## src/rtl/chunked_wide_adder_pkg.sv

```systemverilog
// Shared types and helpers for the chunked wide adder: FSM state encoding
// and the width function used to size the slice index counter.
package chunked_wide_adder_pkg;

  typedef enum logic {
    ACC  = 1'b0,
    HOLD = 1'b1
  } state_e;

  // Ceiling log2, floored at 1 so a counter always has at least one bit.
  function automatic int clog2(input int value);
    int w;
    w = 0;
    while ((1 << w) < value) w++;
    return (w < 1) ? 1 : w;
  endfunction

endpackage

```

## src/rtl/chunked_wide_adder_slice_adder_ci.sv

```systemverilog
// Combinational N-bit adder with carry-in; one instance serves every slice
// of the wide operation in turn.
module slice_adder_ci #(
  parameter int N = 8
) (
  input  logic [N-1:0] a,
  input  logic [N-1:0] b,
  input  logic         cin,
  output logic [N-1:0] sum,
  output logic         cout
);

  assign {cout, sum} = {1'b0, a} + {1'b0, b} + {{N{1'b0}}, cin};

endmodule

```

## src/rtl/chunked_wide_adder.sv

```systemverilog
// Serial wide adder: accepts N-bit operand slices LSB first, chains the carry
// through a register and presents the full N*WORDS-bit sum with a handshake.
module chunked_wide_adder
  import chunked_wide_adder_pkg::*;
#(
  parameter int N     = 8,
  parameter int WORDS = 4
) (
  input  logic               clk,
  input  logic               rst,
  input  logic               in_valid,
  output logic               in_ready,
  input  logic [N-1:0]       in_a,
  input  logic [N-1:0]       in_b,
  output logic               out_valid,
  input  logic               out_ready,
  output logic [N*WORDS-1:0] out_sum,
  output logic               out_carry
);

  localparam int IW = clog2(WORDS);

  state_e             state_q, state_d;
  logic [IW-1:0]      idx_q, idx_d;
  logic               carry_q, carry_d;
  logic [N*WORDS-1:0] sum_q, sum_d;
  logic               out_carry_q, out_carry_d;

  logic [N-1:0]       slice_sum;
  logic               slice_cout;
  logic               accept;

  slice_adder_ci #(.N(N)) u_slice_adder (
    .a    (in_a),
    .b    (in_b),
    .cin  (carry_q),
    .sum  (slice_sum),
    .cout (slice_cout)
  );

  assign in_ready  = (state_q == ACC) && !rst;
  assign out_valid = (state_q == HOLD);
  assign out_sum   = sum_q;
  assign out_carry = out_carry_q;
  assign accept    = in_valid && in_ready;

  always_comb begin
    // NOTE: every next-state signal gets its hold value first so no path
    // through the case leaves one unassigned and infers a latch.
    state_d     = state_q;
    idx_d       = idx_q;
    carry_d     = carry_q;
    sum_d       = sum_q;
    out_carry_d = out_carry_q;

    unique case (state_q)
      ACC: begin
        if (accept) begin
          sum_d[idx_q*N +: N] = slice_sum;
          if (idx_q == IW'(WORDS - 1)) begin
            // Last slice: publish the overflow and clear the chain for the next op.
            out_carry_d = slice_cout;
            idx_d       = '0;
            carry_d     = 1'b0;
            state_d     = HOLD;
          end else begin
            carry_d = slice_cout;
            idx_d   = idx_q + IW'(1);
          end
        end
      end
      HOLD: begin
        if (out_ready) state_d = ACC;
      end
      default: state_d = ACC;
    endcase
  end

  // NOTE: sequential state uses non-blocking assignments so every register
  // samples the pre-edge values, independent of statement order.
  always_ff @(posedge clk) begin
    if (rst) begin
      state_q     <= ACC;
      idx_q       <= '0;
      carry_q     <= 1'b0;
      sum_q       <= '0;
      out_carry_q <= 1'b0;
    end else begin
      state_q     <= state_d;
      idx_q       <= idx_d;
      carry_q     <= carry_d;
      sum_q       <= sum_d;
      out_carry_q <= out_carry_d;
    end
  end

endmodule

```

## config.mk

```make
export PLATFORM = sky130hd
export DESIGN_NAME = chunked_wide_adder
export DESIGN_NICKNAME = d
export VERILOG_FILES = /design/src/rtl/chunked_wide_adder_pkg.sv /design/src/rtl/chunked_wide_adder_slice_adder_ci.sv /design/src/rtl/chunked_wide_adder.sv
export SDC_FILE = /design/constraint.sdc
export NUM_CORES = 1
export LEC_CHECK = 0
export ABC_AREA = 0
export CAP_MARGIN = 30
export CELL_PAD_IN_SITES_DETAIL_PLACEMENT = 1
export CELL_PAD_IN_SITES_GLOBAL_PLACEMENT = 2
export CORE_MARGIN = 2
export CORE_UTILIZATION = 27
export CTS_CLUSTER_SIZE = 30
export DETAILED_ROUTE_END_ITERATION = 6
export GPL_TIMING_DRIVEN = 0
export PLACE_DENSITY_LB_ADDON = 0.1
export SYNTH_ARGS = -nofsm -noshare
export SYNTH_HDL_FRONTEND = slang
export SYNTH_SLANG_ARGS = --single-unit
```

## constraint.sdc

```tcl
create_clock -name clk -period 3.3 [get_ports clk]
set_clock_uncertainty 0.2 [all_clocks]
set_input_delay 0.66 -clock clk [delete_from_list [all_inputs] [get_ports clk]]
set_output_delay 0.66 -clock clk [all_outputs]
set_load 0.01 [all_outputs]
```

==> results by group <==
GRT
  – Tot GR Track Use: 13.5%
  – Largest net degree at the start of global routing: 13
  – Antenna violations before repair: 0
  – Total grt overflow: 0
  – First-pass GRT wire length: 7670 um
  – Vias in the first global route: 1531

Power and ir drop
  – Max VDD drop: 175 uV
  – Power Dens Cells: 387 mW/mm^2
  – P_leak: 0.900 nW

STA
  – Crit path time final: 3100 ps
  – Final Max Slew Viols: 0
  – Relative slew slack: 65.4%
  – Worst-Margin Slew: 519 ps
  – Final Cycle Share: 93.9%
  – Max Clock Freq: 0.323 GHz
  – Final hold violation count: 0
  – Final worst setup slack: 202 ps
  – Final setup fails: 0
  – Fin Setup TNS: 0 ps
  – RSZ-0062 raised after global routing: false

Layout
  – Commonest cells after routing, fill and taps aside: clkdlybuf4s50_1 (54), dfxtp_1 (37), nor2_1 (29)
  – ANT cells: 0
  – Post-layout nets: 277
  – Fillers: 743
  – Final core occ: 39.4%
  – Commonest non-fill, non-tap cell in the layout: clkdlybuf4s50_1
  – Area added between synthesis and finish: 41.3%
  – Fraction of layout cells with a size suffix above 1: 9.05%

Logic synthesis
  – Synth Instances: 181
  – Post-synth top area cell: dfxtp_1
  – Main synth FF type: dfxtp_1
  – Top-area cell type share of the netlist area: 41.8%
  – Syn nets: 216
  – EDFF count, synth: 0
  – Yosys warning count: 0
  – Distinct cells, synth: 36
  – Register area share after synthesis: 41.8%
  – Post-synthesis cell area: 0.00177 mm^2
  – FFs w/ async S/R, synth: 0%
  – Main area contributors after synthesis: dfxtp_1 (42%), a22oi_1 (11%), ha_1 (9.2%)
  – Synth Area per Inst: 9.78 um^2
  – Yosys reg bits: 37

Detailed routing
  – Via count: 1551
  – Drt via density: 4.85
  – WL/cell: 14.8 um
  – Highest routed layer: met4
  – DR pass1 iterations: 4
  – Detailed Route Iter0 Violations: 39
  – DRC viols: 0
  – Post-Route WL: 4740 um
  – Post-DRT Antenna Nets: 0
  – Met3 WL: 190 um
  – Met2 routed WL: 2130 um
  – Met1 Routed Length: 2340 um

Clocking
  – TritonCTS clock tree: built
  – Reg clk slew, reported paths: 80 ps
  – Worst-Skew Late Latency: 290 ps
  – H-Tree Depth: 2
  – Clock Tree Root: clkbuf_8
  – CTS Sinks: 37
  – Cts bufs inserted: 5
  – CTS Buffer Depth: 2

Worst setup path
  – Critical path type: input pin to flop
  – CP max FO: 4
  – Critical Path RT: 3270 ps
  – Crit path DAT: 3060 ps
  – Critical Path Start Type: input pin
  – Critical Path Sink Type: flop

Place
  – DP HPWL: 3660 um
  – Placer's final routability congestion estimate: 0.737
  – Port Buffers: 54
  – Pre-CTS WS: -245 ps

Floorplanning
  – Die ar.: 0.00722 mm^2
  – Initial cell density of the core: 27.9%
  – Row count: 29
  – Core area: 0.00635 mm^2
  – Horiz. Die Dim: 85.0 um
  – Die span in y: 85.0 um
  – Number of I/O pins: 55

Run status
  – Status: finished, final reports clean

Flow run
  – MaxCap Viol Count: 0

Hold path
  – Min-delay worst type: flop to flop
## cells by family after synthesis
group / after synthesis / share of synthesized area [%]
and+or+nand+nor: 63 / 22.5
AOI/OAI and AO/OA: 52 / 19.8
DFF: 37 / 41.8
adders and majority gates: 15 / 11.4
buffers and inverters: 9 / 1.91
xor gates and xnor gates: 5 / 2.47
## where the power goes
part	total, mW	switching [mW]	internal (mW)
combinational	0.188	0.107	0.0807
sequential	0.463	0.00824	0.454
clock	0.318	0.172	0.146
total	0.969	0.288	0.681
## final timing paths
kind	startpoint	end	slack [ps]	cells past startpoint
max reg2reg	carry_q	out_sum[14]	740	7
min reg2reg	out_carry	out_carry	270	2
max	in_a[0]	out_sum[14]	200	8
min	out_carry	out_carry	270	2
## metal layers
| metal | GRT usage (%) | up-vias |
|---|---|---|
| met5 | 0 | - |
| met2 | 21.0 | 42 |
| met3 | 3.11 | 6 |
| li1 | - | 776 |
| met4 | 4.33 | 0 |
| met1 | 18.5 | 727 |
## cells in the mapped netlist (2+ instances only)
library cell	count
nand2_1	5
dfxtp_1	37
a21oi_1	9
o21ai_1	2
nor3_2	2
inv_1	4
or3_1	2
nand2b_1	4
a22oi_1	25
xor2_1	4
fa_1	2
a211oi_1	2
o21a_1	2
nor2_1	29
ha_1	13
nand3b_1	8
clkbuf_1	4
nand3_2	3
o21ai_0	7
## critical path, stage by stage
cell and delay (ps):
clkdlybuf4s50_1 440, fa_1 490, fa_1 420, a21oi_1 200
o21ai_0 160, a21oi_1 280, xor2_2 280, o21ai_0 130
## cell type report
type | count | area [um^2] | area share [%]
Multi-Input combinational cell | 135 | 1000 | 40.1
Sequential cell | 37 | 741 | 29.6
Timing Repair Buffer | 54 | 541 | 21.6
Tap cell | 77 | 96.3 | 3.85
Clock buffer | 5 | 68.8 | 2.75
Inverter | 5 | 18.8 | 0.750
Clock inverter | 3 | 17.5 | 0.700
Buffer | 4 | 15.0 | 0.600
## stage by stage
stage	total power [mW]	hold slack [ps]	instance area (um^2)	instances
floorplan	0.584	276	1770	181
CTS	0.978	273	2490	320
global placement	0.661	257	2410	312
global route	1.02	322	2500	320
detailed placement	0.662	258	2410	312
finish	0.969	272	2500	320
## registers in the layout (all words and copies together) (netlist names)
| name | flops |
|---|---|
| out_carry | 1 |
| idx_q | 2 |
| out_valid | 1 |
| out_sum | 32 |
| carry_q | 1 |
## what timing repair did
action                                  CTS  global route
setup buffers                             0             0
endpoints found under the setup margin    0             3
hold buffers                              0             0
gates resized for setup                   0             1
Note: power is estimated with default switching activity, not from simulation.
